==> config.mk <==
export PLATFORM = sky130hd
export DESIGN_NAME = hc_csr_bank
export DESIGN_NICKNAME = d
export VERILOG_FILES = /design/src/rtl/hc_csr_bank.sv
export SDC_FILE = /design/constraint.sdc
export NUM_CORES = 1
export LEC_CHECK = 0
export BUFFER_PORTS_ARGS = -buffer_cell sky130_fd_sc_hd__buf_2
export CAP_MARGIN = 10
export CORE_AREA = 2 2 240 242
export DETAILED_ROUTE_END_ITERATION = 10
export DIE_AREA = 0 0 242 244
export HOLD_SLACK_MARGIN = 0.03
export PLACE_DENSITY = 0.58
export SLEW_MARGIN = 20
export SYNTH_ARGS = -nofsm -noshare
export SYNTH_HDL_FRONTEND = slang
export SYNTH_SLANG_ARGS = --single-unit
==> constraint.sdc <==
create_clock -name clk -period 7 [get_ports clk]
set_clock_uncertainty 0.15 [all_clocks]
set_input_delay 0.35 -clock clk [delete_from_list [all_inputs] [get_ports clk]]
set_output_delay 0.35 -clock clk [all_outputs]
set_load 0.02 [all_outputs]
==> src/rtl/hc_csr_bank.sv <==
// hc_csr_bank: MMIO control/status register bank for a host channel.
// Holds the DSM base address, a small FSM driven through a CONTROL register,
// and NUM_BUFFERS buffer descriptors (64-bit address + SIZE_W-bit size).
// Every read is answered exactly one cycle after it is accepted.
// Optional feature: define HC_CSR_READBACK_EN to return register contents on
// reads; without it every read returns zero with the same timing and tid echo.
module hc_csr_bank #(
  parameter int          NUM_BUFFERS = 4,
  parameter logic [15:0] BASE_ADDR   = 16'h120,
  parameter int          SIZE_W      = 32
) (
  input  logic                          clk,
  input  logic                          reset,
  input  logic                          mmio_wr_valid,
  input  logic                          mmio_rd_valid,
  input  logic [15:0]                   mmio_addr,
  input  logic [8:0]                    mmio_tid,
  input  logic [63:0]                   mmio_wdata,
  output logic                          rsp_valid,
  output logic [8:0]                    rsp_tid,
  output logic [63:0]                   rsp_data,
  output logic [63:0]                   dsm_base,
  output logic [64*NUM_BUFFERS-1:0]     buf_addr,
  output logic [SIZE_W*NUM_BUFFERS-1:0] buf_size,
  output logic [1:0]                    ctl_state,
  output logic                          start_pulse,
  output logic                          stop_pulse
);

  // Register locations expressed as dword addresses (byte address >> 2).
  localparam logic [15:0] DSM_DW  = 16'h0044;
  localparam logic [15:0] CTL_DW  = 16'h0046;
  localparam logic [15:0] BASE_DW = {2'b00, BASE_ADDR[15:2]};

  typedef enum logic [1:0] {
    IDLE  = 2'd0,
    READY = 2'd1,
    RUN   = 2'd2,
    DONE  = 2'd3
  } ctlState_t;

  ctlState_t         r_state;
  logic              r_startPulse;
  logic              r_stopPulse;
  logic [63:0]       r_dsm;
  logic [63:0]       r_bufAddr [NUM_BUFFERS];
  logic [SIZE_W-1:0] r_bufSize [NUM_BUFFERS];
  logic              r_rspValid;
  logic [8:0]        r_rspTid;
  logic [63:0]       r_rspData;

  logic                   w_inWindow;
  logic                   w_dsmHit;
  logic                   w_ctlHit;
  logic [NUM_BUFFERS-1:0] w_addrHit;
  logic [NUM_BUFFERS-1:0] w_sizeHit;
  logic                   w_dataWrEn;
  logic [63:0]            w_rdData;

  // Only 8-byte aligned locations below byte 0x400 are mapped; anything else
  // (odd dword addresses, aliases above the window) decodes to nothing.
  assign w_inWindow = (mmio_addr[0] == 1'b0) && (mmio_addr[15:8] == 8'h00);
  assign w_dsmHit   = w_inWindow && (mmio_addr == DSM_DW);
  assign w_ctlHit   = w_inWindow && (mmio_addr == CTL_DW);

  // Descriptor and DSM contents are frozen while the channel is running.
  assign w_dataWrEn = mmio_wr_valid && (r_state != RUN);

  // Per-descriptor address/size decode; indices past NUM_BUFFERS never match.
  always_comb begin
    for (int i = 0; i < NUM_BUFFERS; i++) begin
      w_addrHit[i] = w_inWindow && (mmio_addr == 16'(BASE_DW + 16'(4 * i)));
      w_sizeHit[i] = w_inWindow && (mmio_addr == 16'(BASE_DW + 16'(4 * i + 2)));
    end
  end

  // Read data mux; reads see the register values before any same-cycle write.
  always_comb begin
    w_rdData = 64'h0;
`ifdef HC_CSR_READBACK_EN
    if (w_dsmHit) w_rdData = r_dsm;
    if (w_ctlHit) w_rdData = {62'h0, r_state};
    for (int i = 0; i < NUM_BUFFERS; i++) begin
      if (w_addrHit[i]) w_rdData = r_bufAddr[i];
      if (w_sizeHit[i]) w_rdData = 64'(r_bufSize[i]);
    end
`endif
  end

  // DSM and descriptor register writes.
  always_ff @(posedge clk) begin
    if (reset) begin
      r_dsm <= 64'h0;
      for (int i = 0; i < NUM_BUFFERS; i++) begin
        r_bufAddr[i] <= 64'h0;
        r_bufSize[i] <= '0;
      end
    end else if (w_dataWrEn) begin
      if (w_dsmHit) r_dsm <= mmio_wdata;
      for (int i = 0; i < NUM_BUFFERS; i++) begin
        if (w_addrHit[i]) r_bufAddr[i] <= mmio_wdata;
        if (w_sizeHit[i]) r_bufSize[i] <= mmio_wdata[SIZE_W-1:0];
      end
    end
  end

  // Control FSM with registered one-cycle start/stop strobes.
  always_ff @(posedge clk) begin
    if (reset) begin
      r_state      <= IDLE;
      r_startPulse <= 1'b0;
      r_stopPulse  <= 1'b0;
    end else begin
      r_startPulse <= 1'b0;
      r_stopPulse  <= 1'b0;
      if (mmio_wr_valid && w_ctlHit) begin
        case (mmio_wdata[31:0])
          32'h0: r_state <= IDLE;
          32'h1: begin
            if (r_state == IDLE || r_state == DONE) r_state <= READY;
          end
          32'h3: begin
            if (r_state == READY) begin
              r_state      <= RUN;
              r_startPulse <= 1'b1;
            end
          end
          32'h7: begin
            if (r_state == RUN) begin
              r_state     <= DONE;
              r_stopPulse <= 1'b1;
            end
          end
          default: ;
        endcase
      end
    end
  end

  // Read response register: one cycle latency, tid echoed, reset drops it.
  always_ff @(posedge clk) begin
    if (reset) begin
      r_rspValid <= 1'b0;
      r_rspTid   <= 9'h0;
      r_rspData  <= 64'h0;
    end else begin
      r_rspValid <= mmio_rd_valid;
      if (mmio_rd_valid) begin
        r_rspTid  <= mmio_tid;
        r_rspData <= w_rdData;
      end
    end
  end

  assign rsp_valid   = r_rspValid;
  assign rsp_tid     = r_rspTid;
  assign rsp_data    = r_rspData;
  assign dsm_base    = r_dsm;
  assign ctl_state   = r_state;
  assign start_pulse = r_startPulse;
  assign stop_pulse  = r_stopPulse;

  for (genvar g = 0; g < NUM_BUFFERS; g++) begin : gPack
    assign buf_addr[64*g +: 64]         = r_bufAddr[g];
    assign buf_size[SIZE_W*g +: SIZE_W] = r_bufSize[g];
  end

endmodule

* Word-level counts from Yosys, hierarchy flattened
Memory sizes are Yosys's and may differ from the RTL's. Cells that the tools add are included. W data, S select, Z words.
Storage, ports and cells: bits in registers 78, bits in writable memories 384, input port bits 93, output and inout port bits 526, logic and storage cells 110, memories 2
Cells by class: equal/unequal tests 20, muxes and demuxes 48, bitwise gates (word level) 12, reductions and logical operators 22
Memories:
- r_bufAddr | words 4, bits a word 64, rd ports 4, clocked after memory_dff 0, write ports 4, RTL line 46 | logic [63:0] r_bufAddr [NUM_BUFFERS];
- r_bufSize | words 4, bits a word 32, rd ports 4, clocked after memory_dff 0, write ports 4, RTL line 47 | logic [SIZE_W-1:0] r_bufSize [NUM_BUFFERS];
Operators by type and width (count):
- $mux W64 | 4
- $eq A16 B7 Y1 const B | 10
- $mux W32 | 4
- $mux W1 | 36
- $eq A32 B1 Y1 const B | 1
- $eq A32 B2 Y1 const B | 1
- $eq A32 B3 Y1 const B | 1
- $logic_not A32 Y1 | 1
- $logic_and A1 B1 Y1 | 13
- $logic_not A8 Y1 | 1
- $ne A2 B2 Y1 const B | 4
- $or A1 B1 Y1 | 8
- $pmux W2 S4 | 1
- $mux W2 | 3
- $reduce_or A3 Y1 | 2
- $reduce_and A5 Y1 | 1
- $eq A2 B2 Y1 const B | 2
- $not A1 Y1 | 4
- $reduce_bool A4 Y1 | 1
- $eq A2 B1 Y1 const B | 1
- $logic_not A2 Y1 | 1
- $reduce_and A2 Y1 | 1
- $logic_or A1 B1 Y1 | 1

* Depth between registers and ports, before layout
Gate-level depths: netlist of run 1.
depth in word-level cells 8, mapped depth 8, gate-level depth less buffers 7

* Worst setup path before layout of run 1
Ideal clock, no wire load.
path type in2reg, from input port mmio_addr[9], to memory r_bufAddr[0][0], enable pin, library setup time 0.582 ns, arrival 6.382 ns, data required time 6.268 ns, slack -0.114 ns, stages 4, path buffers 0, cells stage by stage or4_4 nor3b_2 or4b_4 o31ai_1
RTL lines:
- from (decl) | RTL line 16 | input logic [15:0] mmio_addr,
- to (decl) | RTL line 46

==> out/metrics.yaml, run 1 <==
hold_path:
  hold_depth: 3
  hold_start: "mmio_wdata[0]"
  hp-class: "input port to flop"
  whs_endpoint: "dsm_base[0]"
power_and_ir_drop:
  power_density_nw_per_um2: 271
  p_leak_uw: 0.00954
  peakVddDrop_mv: 0.170
global_route:
  grt_max_degree: 65
  grt_pass1_wl_mm: 85.7
  grt_antenna_before_repair: 13
  grtUsageTotal_pct: 20.0
  overflow: 0
  first_global_vias: 11960
logic_synthesis:
  yosysUniqueCellTypes: 41
  ys_ff_latch: 462
  netlist_area_um2: 17700
  ys.warnings.count: 0
  yosys_most_used_dff: "edfxtp_1"
  syn_area_per_cell_um2: 14.1
  ys_seq_area_share_pct: 73.9
  synthArstFlopShare_pct: 0
  synth-edff-count: 384
  syn_inst: 1255
worst_setup_path:
  start_kind: "flop"
  crit_fanout: 39
  end_kind: "flop"
  arrival_ns: 3.71
  path_class: "flop to flop"
  cpLargestDelayFamily: "compound AO/OA/AOI/OAI gates"
  path_cells: "inv_1, ha_1, and4b_1, nand3_1, o21ai_4, buf_4"
  r2r_slack_ns: 3.34
  r2r_end: "r_bufAddr[1][18]"
  slowest_stage: "o21ai_4"
  cpPeakStageDelay_ns: 0.86
  critPathRequiredTime_ns: 7.05
  reg2reg_from: "ctl_state[0]"
  path_buf_inv: 2
  rr_worst_depth: 6
route:
  drtIter0Drc: 805
  drt-total-wl_mm: 60.8
  route.vias.total: 12074
  final_antenna_net_count: 0
  firstDrtPassIters: 5
  vias_per_cell: 4.49
  wl_per_cell_um: 22.6
  drcViolationCount: 0
sta:
  final.min_clock_period_ns: 3.66
  setup_viol: 0
  fmax_mhz: 273
  rsz0062_at_grt: "false"
  fin_ws_ns: 3.34
  fin_tns_setup_ns: 0
  slew_viol_final: 0
  finalCritPeriodShare_pct: 52.3
  relSlewSlack_pct: 27.1
  holdWs_ns: 0.0705
  worstMarginPinSlew_ns: 1.09
  finalHoldViolations: 0
placed_design:
  place_congestion: 0.783
  port_buffers: 554
  dp_slack_ns: 2.78
  dp_hpwl_mm: 41.5
clock_network:
  cts.htree.levels: 2
  insertion_delay_ns: 0.58
  clock_sinks: 462
  clkTransAtPathRegs_ns: 0.06
  cts_inserted_buffers: 50
  cts_setup_buffers: 0
  root_buffer: "clkbuf_16"
  cts_tree: "built"
  clk_path_buf_depth: 3
layout:
  layout_common_cells: "buf_2 (553), edfxtp_1 (384), and2_1 (382)"
  area_growth_pct: 33.8
  nets: 1986
  drive_gt1_share_pct: 35.2
  layout_commonest_cell: "buf_2"
floorplanning:
  io_pins: 619
  die_x_um: 242
  initial_core_util_pct: 31.5
  num_rows: 87
  die_y_um: 244
  dieArea_um2: 59000
  fp.coreArea_um2: 56200
job:
  max_cap_violations: 0
run_status:
  status: "completed"
## state kept, by name (all words and copies together) (netlist names)
signal,flops
start_pulse,1
r_bufAddr,256
ctl_state,2
rsp_tid,9
stop_pulse,1
rsp_valid,1
dsm_base,64
r_bufSize,128
## synthesized netlist by cell type (2+ instances only)
cell / number / area share, %
mux2i_1: 9 / 0.51
or4_4: 2 / 0.13
o31ai_1: 3 / 0.13
nand3_1: 3 / 0.085
dfxtp_1: 78 / 8.8
ha_1: 2 / 0.14
nand2b_1: 3 / 0.11
clkbuf_1: 47 / 1.0
and2_1: 382 / 13
nand4_1: 3 / 0.11
nor3_4: 2 / 0.18
or4_1: 2 / 0.085
buf_4: 64 / 2.7
or3_1: 2 / 0.071
nor2_1: 12 / 0.25
clkbuf_2: 8 / 0.23
nor4_1: 11 / 0.39
nor2b_1: 2 / 0.071
inv_1: 3 / 0.064
edfxtp_1: 384 / 65
nor4_4: 3 / 0.36
nor3_1: 4 / 0.11
buf_2: 8 / 0.23
nand2_1: 132 / 2.8
a21oi_1: 65 / 1.8
o21ai_0: 6 / 0.17
## through the flow
step                utilization, %  power [uW]  std cells  instance area (um2)
global route                  42.2        6610       2690                23700
floorplan                        -        3460       1318                17900
detailed placement            37.8        3690       2521                21200
finish                        42.2        6420       2691                23700
CTS                           42.1        6480       2687                23700
global placement              37.8        3690       2521                21200
## metal layers
metal	track usage [%]	share of wire, %	up-vias
li1	-	-	5470
met1	24.1	39	5922
met2	34.5	50	587
met3	5.43	7.9	87
met4	6.97	3.2	8
met5	0	0.10	-
## report_power, final
part | total (uW) | internal [uW] | switching (uW)
logic | 540 | 139 | 401
registers | 3120 | 3090 | 36.1
clock network | 2760 | 1660 | 1100
## what timing repair did
item                      CTS  global route
gates resized for setup     0             0
hold buffers               72             0
hold endpoints to repair  199             0
## worst register-to-register path, stage by stage (launching register included)
cell,delay [ns]
dfxtp_1,0.35
inv_1,0.07
ha_1,0.37
and4b_1,0.42
nand3_1,0.28
o21ai_4,0.87
buf_4,0.71
## area by class of cell
| class | count | area, um2 |
|---|---|---|
| flip-flops and latches | 462 | 13100 |
| clock buffers | 68 | 1430 |
| diodes | 2 | 5.00 |
| fillers | 5238 | 32500 |
| repair buffers | 648 | 3680 |
| inverters | 3 | 11.3 |
| clock inverters | 26 | 292 |
| well taps | 756 | 946 |
| multi-input cells | 726 | 4230 |
## worst max path at each step
stage	slack (ns)	startpoint	depth (start not counted)	endpoint
4_1_cts	3.19	ctl_state[0]	5	r_bufAddr[0][16]
3_3_place_gp	2.90	mmio_addr[9]	6	r_bufAddr[0][16]
3_5_place_dp	2.78	mmio_addr[9]	6	r_bufAddr[0][16]
2_1_floorplan	0.03	mmio_addr[10]	4	r_bufAddr[2][0]
5_1_grt	3.17	ctl_state[0]	6	r_bufAddr[1][18]
6_report	3.34	ctl_state[0]	6	r_bufAddr[1][18]
## cells by family after synthesis
group / after synthesis / share of synthesized area [%]
simple gates: 574 / 18.9
flops: 462 / 73.9
buf+inv: 130 / 4.23
compound gates: 77 / 2.28
mux: 9 / 0.509
fa+ha+maj: 2 / 0.141
other cells: 1 / 0.0212
No activity file was read; power rests on OpenSTA's default activity.
==> run 2: changes to the inputs <==
--- a/config.mk
+++ b/config.mk
@@ -5,13 +5,14 @@
 export SDC_FILE = /design/constraint.sdc
 export NUM_CORES = 1
 export LEC_CHECK = 0
+export ABC_AREA = 1
 export BUFFER_PORTS_ARGS = -buffer_cell sky130_fd_sc_hd__buf_2
 export CAP_MARGIN = 10
-export CORE_AREA = 2 2 240 242
+export CORE_AREA = 2 2 244 246
 export DETAILED_ROUTE_END_ITERATION = 10
-export DIE_AREA = 0 0 242 244
+export DIE_AREA = 0 0 246 248
 export HOLD_SLACK_MARGIN = 0.03
-export PLACE_DENSITY = 0.58
+export PLACE_DENSITY = 0.56
 export SLEW_MARGIN = 20
 export SYNTH_ARGS = -nofsm -noshare
 export SYNTH_HDL_FRONTEND = slang
==> constraint.sdc (replaced) <==
create_clock -name clk -period 3.26 [get_ports clk]
set_clock_uncertainty 0.15 [all_clocks]
set_input_delay 0.163 -clock clk [delete_from_list [all_inputs] [get_ports clk]]
set_output_delay 0.163 -clock clk [all_outputs]
set_load 0.02 [all_outputs]
==> run 2 against run 1 <==
Count of clock-buffer cells in the layout up 1. Combinational power up 75%. Flip-flop and latch count unchanged. Via count is 6.2% higher. Maximum frequency is 47% higher. Global-route usage is 1.2 points lower. Synthesized cell count is 12% higher. Non-clock buffer count grew 37. Cell area shrank 0.23%. Critical endpoint is now r_bufAddr[2][47].
==> out/metrics.yaml, run 2 <==
run_status:
  status: "completed"
power_and_ir_drop:
  power_density_nw_per_um2: 563  # +110%
  switchingPower_uw: 3100  # +100%
  power.internal_uw: 10200  # +110%
  p_seq_share_pct: 49.2  # +0.6 points
  p_leak_uw: 0.0108  # +13%
  pwr-share-clk_pct: 43.7  # +0.7 points
  peakVddDrop_mv: 0.336  # +98%
  totalPowerFinal_uw: 13300  # +110%
  power.share.combinational_pct: 7.1  # -1.3 points
  switching_share_pct: 23.3  # -0.65 points
logic_synthesis:
  synthTopCellsByCount: "nor2_1 (450), edfxtp_1 (384), inv_1 (119)"
  synthArstFlopShare_pct: 0  # unchanged
  yosysUniqueCellTypes: 30  # -27%
  synth_area_leaders: "edfxtp_1 (67%), nor2_1 (9.8%), dfxtp_1 (9.1%)"
  yosys.area.top_type: "edfxtp_1"
  yosysMostFrequentCell: "nor2_1"
  ys_seq_area_share_pct: 76.0  # +2.0 points
  yosys_most_used_dff: "edfxtp_1"
  syn_inst: 1411  # +12%
  ys.warnings.count: 0  # unchanged
  syn_area_per_cell_um2: 12.2  # -13%
  synth-edff-count: 384  # unchanged
  netlist.area_leader.share_pct: 66.9  # +1.8 points
  netlist_area_um2: 17200  # -2.7%
  ys_ff_latch: 462  # unchanged
clock_network:
  cts_hold_buf: 97  # +35%
  cts.htree.levels: 2  # unchanged
  cts_tree: "built"
  clkTransAtPathRegs_ns: 0.07  # about the same
  clk_path_buf_depth: 3  # unchanged
  insertion_delay_ns: 0.59  # about the same
  clock_sinks: 462  # unchanged
  post_cts_resized: 0  # unchanged
  root_buffer: "clkbuf_16"
  cts_setup_buffers: 0  # unchanged
  cts_inserted_buffers: 49  # -2.0%
sta:
  finalHoldViolations: 0  # unchanged
  rsz0062_at_grt: "false"
  relSlewSlack_pct: 42.0  # +15 points
  slew_viol_final: 0  # unchanged
  setup_viol: 0  # unchanged
  final.min_clock_period_ns: 2.49  # -1.17 ns
  worstMarginPinSlew_ns: 0.870  # -0.224 ns
  finalCritPeriodShare_pct: 76.3  # +24 points
  fin_tns_setup_ns: 0  # unchanged
  fmax_mhz: 402  # +47%
worst_setup_path:
  start_kind: "flop"
  end_kind: "flop"
  slowest_stage: "nor2_1"
  crit_fanout: 27  # -31%
  critPathRequiredTime_ns: 3.38  # -3.67 ns
  arrival_ns: 2.61  # -1.10 ns
  cpPeakStageDelay_ns: 0.41  # -0.45 ns
  path_class: "flop to flop"
  path_cells: "inv_1, ha_1, inv_2, nand2_1, nor2_1, nand3_1, nand2_4, buf_12"
layout:
  layout_commonest_cell: "buf_2"
  stdcell_count: 2902  # +7.8%
  layout_common_cells: "buf_2 (554), nor2_1 (450), edfxtp_1 (384)"
  largest_reg_flops: 256  # unchanged
  drive_gt1_share_pct: 32.4  # -2.8 points
  final_util_pct: 40.4  # -1.7 points
  nets: 2181  # +9.8%
  final_cell_area_um2: 23600  # -0.23%
  fill_cells: 5634  # +7.6%
  area_growth_pct: 37.2
  top_register: "r_bufAddr"
floorplanning:
  initial_core_util_pct: 29.5  # -2.1 points
  dieArea_um2: 61000  # +3.3%
  io_pins: 619  # unchanged
  die_x_um: 246  # +1.7%
  die_y_um: 248  # +1.6%
  fp.coreArea_um2: 58500  # +4.1%
  num_rows: 89  # +2.3%
global_route:
  first_global_vias: 12628  # +5.6%
  grt_pass1_wl_mm: 83.5  # -2.6%
  overflow: 0  # unchanged
  grt_max_degree: 129  # +98%
  grtUsageTotal_pct: 18.8  # -1.2 points
  grt_antenna_before_repair: 1  # -12
route:
  wl_per_cell_um: 20.7  # -8.6%
  drcViolationCount: 0  # unchanged
  drt-total-wl_mm: 59.9  # -1.5%
  final_antenna_net_count: 0  # unchanged
  vias_per_cell: 4.42  # -1.5%
  firstDrtPassIters: 5  # unchanged
  drtIter0Drc: 754  # -6.3%
  route.vias.total: 12823  # +6.2%
job:
  max_cap_violations: 0  # unchanged
placed_design:
  dp_cells: 2711  # +7.5%
  placed_cell_area_um2: 21000  # -1.2%
  port_buffers: 554  # unchanged
  place_congestion: 0.793  # +1.3%
  dp_hpwl_mm: 41.7  # +0.53%
hold_path:
  hp-class: "input port to flop"
run 2: cell families after synthesis:
group                      after synthesis  share of synthesized area, %
buffers and inverters                  271                          7.52
adders and majority gates                2                         0.145
and+or+nand+nor                        535                          12.2
DFF                                    462                          76.0
AOI/OAI and AO/OA                      140                          4.08
other                                    1                        0.0218
run 2: final cells by class:
class	instances	area [um2]	area share (%)
clock buffer	69	1400	5.94
sequential	462	13100	55.4
tap	773	967	4.09
timing repair buffer	685	4160	17.6
multi-input combinational	741	3170	13.4
clock inverter	23	288	1.22
antenna	2	5.00	0.0212
inverter	147	554	2.34
run 2: per-stage QoR:
step	worst slack [ns]	hold WS [ns]
3_3_place_gp	0.860	0.245
5_1_grt	0.553	0.240
6_report	0.771	0.234
4_1_cts	0.756	0.195
3_5_place_dp	0.790	0.242
2_1_floorplan	0.0127	0.0854
run 2: power groups by stage:
stage	registers, uW	clock network (uW)	logic (uW)
floorplan	6850	0	311
global placement	6660	0	857
detailed placement	6670	0	860
CTS	6540	5950	953
global route	6550	6160	1010
finish	6540	5820	943
run 2: final timing paths:
check               startpoint                to  slack [ns]  depth (start not counted)
setup / recovery  ctl_state[0]  r_bufAddr[2][47]        0.77                          8
hold / removal    mmio_addr[8]      ctl_state[0]        0.23                          9
setup reg to reg  ctl_state[0]  r_bufAddr[2][47]        0.77                          8
hold reg to reg   dsm_base[59]      dsm_base[59]        0.29                          2
run 2: worst max-delay path, delay by kind of cell, from the launching register on:
| kind | cells | cell delay [ns] |
|---|---|---|
| AND/OR/NAND/NOR | 4 | 1.03 |
| flip-flops | 1 | 0.38 |
| buffers and inverters | 3 | 0.37 |
| adder cells (fa/ha/maj) | 1 | 0.20 |
run 2: per-layer routing:
metal / vias up / share of wire [%] / wire, um / GRT usage [%]
li1: 5903 / - / - / -
met1: 6232 / 40 / 23900 / 23.0
met2: 586 / 50 / 29800 / 32.6
met3: 102 / 7.5 / 4480 / 4.57
met4: 0 / 3.0 / 1780 / 6.33
met5: - / 0 / 0 / 0
==> run 3: changes to the inputs <==
--- a/config.mk
+++ b/config.mk
@@ -8,9 +8,9 @@
 export ABC_AREA = 1
 export BUFFER_PORTS_ARGS = -buffer_cell sky130_fd_sc_hd__buf_2
 export CAP_MARGIN = 10
-export CORE_AREA = 2 2 244 246
+export CORE_AREA = 2 2 239 241
 export DETAILED_ROUTE_END_ITERATION = 10
-export DIE_AREA = 0 0 246 248
+export DIE_AREA = 0 0 241 243
 export HOLD_SLACK_MARGIN = 0.03
 export PLACE_DENSITY = 0.56
 export SLEW_MARGIN = 20
==> constraint.sdc (replaced) <==
create_clock -name clk -period 2.44 [get_ports clk]
set_clock_uncertainty 0.15 [all_clocks]
set_input_delay 0.122 -clock clk [delete_from_list [all_inputs] [get_ports clk]]
set_output_delay 0.122 -clock clk [all_outputs]
set_load 0.02 [all_outputs]
==> run 3 against run 2 <==
Critical path depth increased by 1. Flip-flop and latch count unchanged. Die area decreased by 4.0%. Combinational power increased by 35%. Count of clock-buffer cells in the layout increased by 6. Global-route usage increased by 0.45 points.
==> out/metrics.yaml, run 3 (synthesis results as in run 2) <==
run_status:
  status: "completed"
clock_network:
  clkTransAtPathRegs_ns: 0.07  # about the same
  post_cts_resized: 0  # unchanged
  cts_inserted_buffers: 50  # +2.0%
  cts_setup_buffers: 0  # unchanged
  clock_sinks: 462  # unchanged
  cts_hold_buf: 94  # -3.1%
  root_buffer: "clkbuf_16"
  clk_path_buf_depth: 3  # unchanged
  insertion_delay_ns: 0.57  # -0.02 ns
  cts_tree: "built"
  cts.htree.levels: 2  # unchanged
route:
  drt-total-wl_mm: 58.4  # -2.5%
  route.vias.total: 12869  # +0.36%
  wl_per_cell_um: 20.2  # -2.2%
  final_antenna_net_count: 0  # unchanged
  vias_per_cell: 4.45  # +0.74%
  firstDrtPassIters: 4  # -1
  drcViolationCount: 0  # unchanged
  drtIter0Drc: 796  # +5.6%
job:
  max_cap_violations: 0  # unchanged
layout:
  nets: 2190  # +0.41%
  area_growth_pct: 37.8
  largest_reg_flops: 256  # unchanged
  drive_gt1_share_pct: 32.9  # +0.53 points
  antennaDiodeCount: 0  # -2
  layout_commonest_cell: "buf_2"
  top_register: "r_bufAddr"
  layout_common_cells: "buf_2 (554), nor2_1 (450), edfxtp_1 (384)"
global_route:
  grt_antenna_before_repair: 0  # -1
  grt_pass1_wl_mm: 83.1  # -0.44%
  first_global_vias: 12834  # +1.6%
  overflow: 0  # unchanged
  grtUsageTotal_pct: 19.3  # +0.45 points
  grt_max_degree: 81  # -37%
power_and_ir_drop:
  p_leak_uw: 0.0108  # +0.63%
  peakVddDrop_mv: 0.516  # +53%
  power_density_nw_per_um2: 748  # +33%
floorplanning:
  dieArea_um2: 58600  # -4.0%
  fp.coreArea_um2: 56000  # -4.3%
  die_x_um: 241  # -2.0%
  initial_core_util_pct: 30.8  # +1.3 points
  die_y_um: 243  # -2.0%
  io_pins: 619  # unchanged
  num_rows: 87  # -2.2%
placed_design:
  dp_slack_ns: 0.186  # -0.604 ns
  place_congestion: 0.812  # +2.4%
  port_buffers: 554  # unchanged
  dp_hpwl_mm: 40.2  # -3.6%
sta:
  finalCritPeriodShare_pct: 89.9  # +14 points
  setup_viol: 0  # unchanged
  fin_tns_setup_ns: 0  # unchanged
  rsz0062_at_grt: "false"
  fmax_mhz: 456  # +13%
  finalHoldViolations: 0  # unchanged
  relSlewSlack_pct: 63.4  # +21 points
  fin_ws_ns: 0.247  # -0.525 ns
  final.min_clock_period_ns: 2.19  # -0.295 ns
  slew_viol_final: 0  # unchanged
  worstMarginPinSlew_ns: 0.549  # -0.321 ns
hold_path:
  hold_depth: 8  # -1
  hp-class: "input port to flop"
worst_setup_path:
  path_class: "flop to flop"
  path_buf_inv: 3  # unchanged
  cpPeakStageDelay_ns: 0.36  # -0.05 ns
  end_kind: "flop"
  critPathRequiredTime_ns: 2.55  # -0.83 ns
  path_depth: 9  # +1
  cpLargestDelayFamily: "simple AND/OR/NAND/NOR gates"
  path_cells: "inv_2, ha_4, inv_2, nand2_4, nor3_2, nand2_1, nor3_2, or2_4, buf_12"
  crit_fanout: 32  # +19%
  slowest_stage: "dfxtp_4"
  arrival_ns: 2.30  # -0.31 ns
  start_kind: "flop"
  rr_worst_depth: 9  # +1
==> run 3: changes by cell type in the layout (fill, tap and decap cells not counted), moves of 2 or more <==
cell / before / now
buf_4: 21 / 27
buf_12: 13 / 18
clkbuf_8: 6 / 10
clkinv_2: 9 / 6
dlygate4sd3_1: 97 / 94
inv_6: 0 / 3
clkbuf_1: 12 / 14
clkinv_4: 3 / 1
clkinvlp_4: 2 / 0
dfxtp_1: 78 / 76
diode_2: 2 / 0
==> run 3: per-layer routing <==
| metal | share of wire, % | wire [um] | track usage, % | vias up |
|---|---|---|---|---|
| met2 | 51 | 29700 | 34.0 | 593 |
| li1 | - | - | - | 5929 |
| met3 | 7.7 | 4500 | 4.65 | 105 |
| met5 | 0 | 0 | 0 | - |
| met1 | 39 | 22700 | 23.1 | 6242 |
| met4 | 2.6 | 1520 | 5.74 | 0 |
==> run 3: layout make-up <==
| type | count | area [um2] |
|---|---|---|
| multi-input combinational | 741 | 3190 |
| clock buffer | 75 | 1470 |
| fill | 5353 | 32200 |
| timing repair buffer | 693 | 4280 |
| sequential | 462 | 13100 |
| inverter | 147 | 554 |
| tap | 756 | 946 |
| clock inverter | 17 | 209 |
==> run 3: worst paths after layout <==
path	startpoint	slack (ns)	to
worst min register to register	dsm_base[32]	0.29	dsm_base[32]
worst max-delay path	ctl_state[0]	0.25	r_bufAddr[0][18]
worst max register to register	ctl_state[0]	0.25	r_bufAddr[0][18]
worst min-delay path	mmio_addr[2]	0.07	stop_pulse
==> run 3: report_power, final <==
group	switching (uW)	internal [uW]
clock network	3170	4590
logic	889	378
registers	55.8	8680
total	4120	13600
==> run 3: worst register-to-register path: stages (launching register included) <==
cell	delay, ns
dfxtp_4	0.36
inv_2	0.05
ha_4	0.15
inv_2	0.11
nand2_4	0.08
nor3_2	0.15
nand2_1	0.14
nor3_2	0.24
or2_4	0.20
buf_12	0.21
==> run 3: metrics by stage <==
| step | power [uW] | util (%) | instances | hold WS, ns | cell area [um2] |
|---|---|---|---|---|---|
| floorplan | 9560 | - | 1474 | 0.0444 | 17500 |
| global placement | 10000 | 37.8 | 2705 | 0.202 | 21100 |
| detailed placement | 10100 | 37.8 | 2705 | 0.198 | 21100 |
| CTS | 17900 | 42.4 | 2891 | 0.0436 | 23700 |
| global route | 18300 | 42.4 | 2891 | 0.0876 | 23700 |
| finish | 17800 | 42.4 | 2891 | 0.0735 | 23700 |
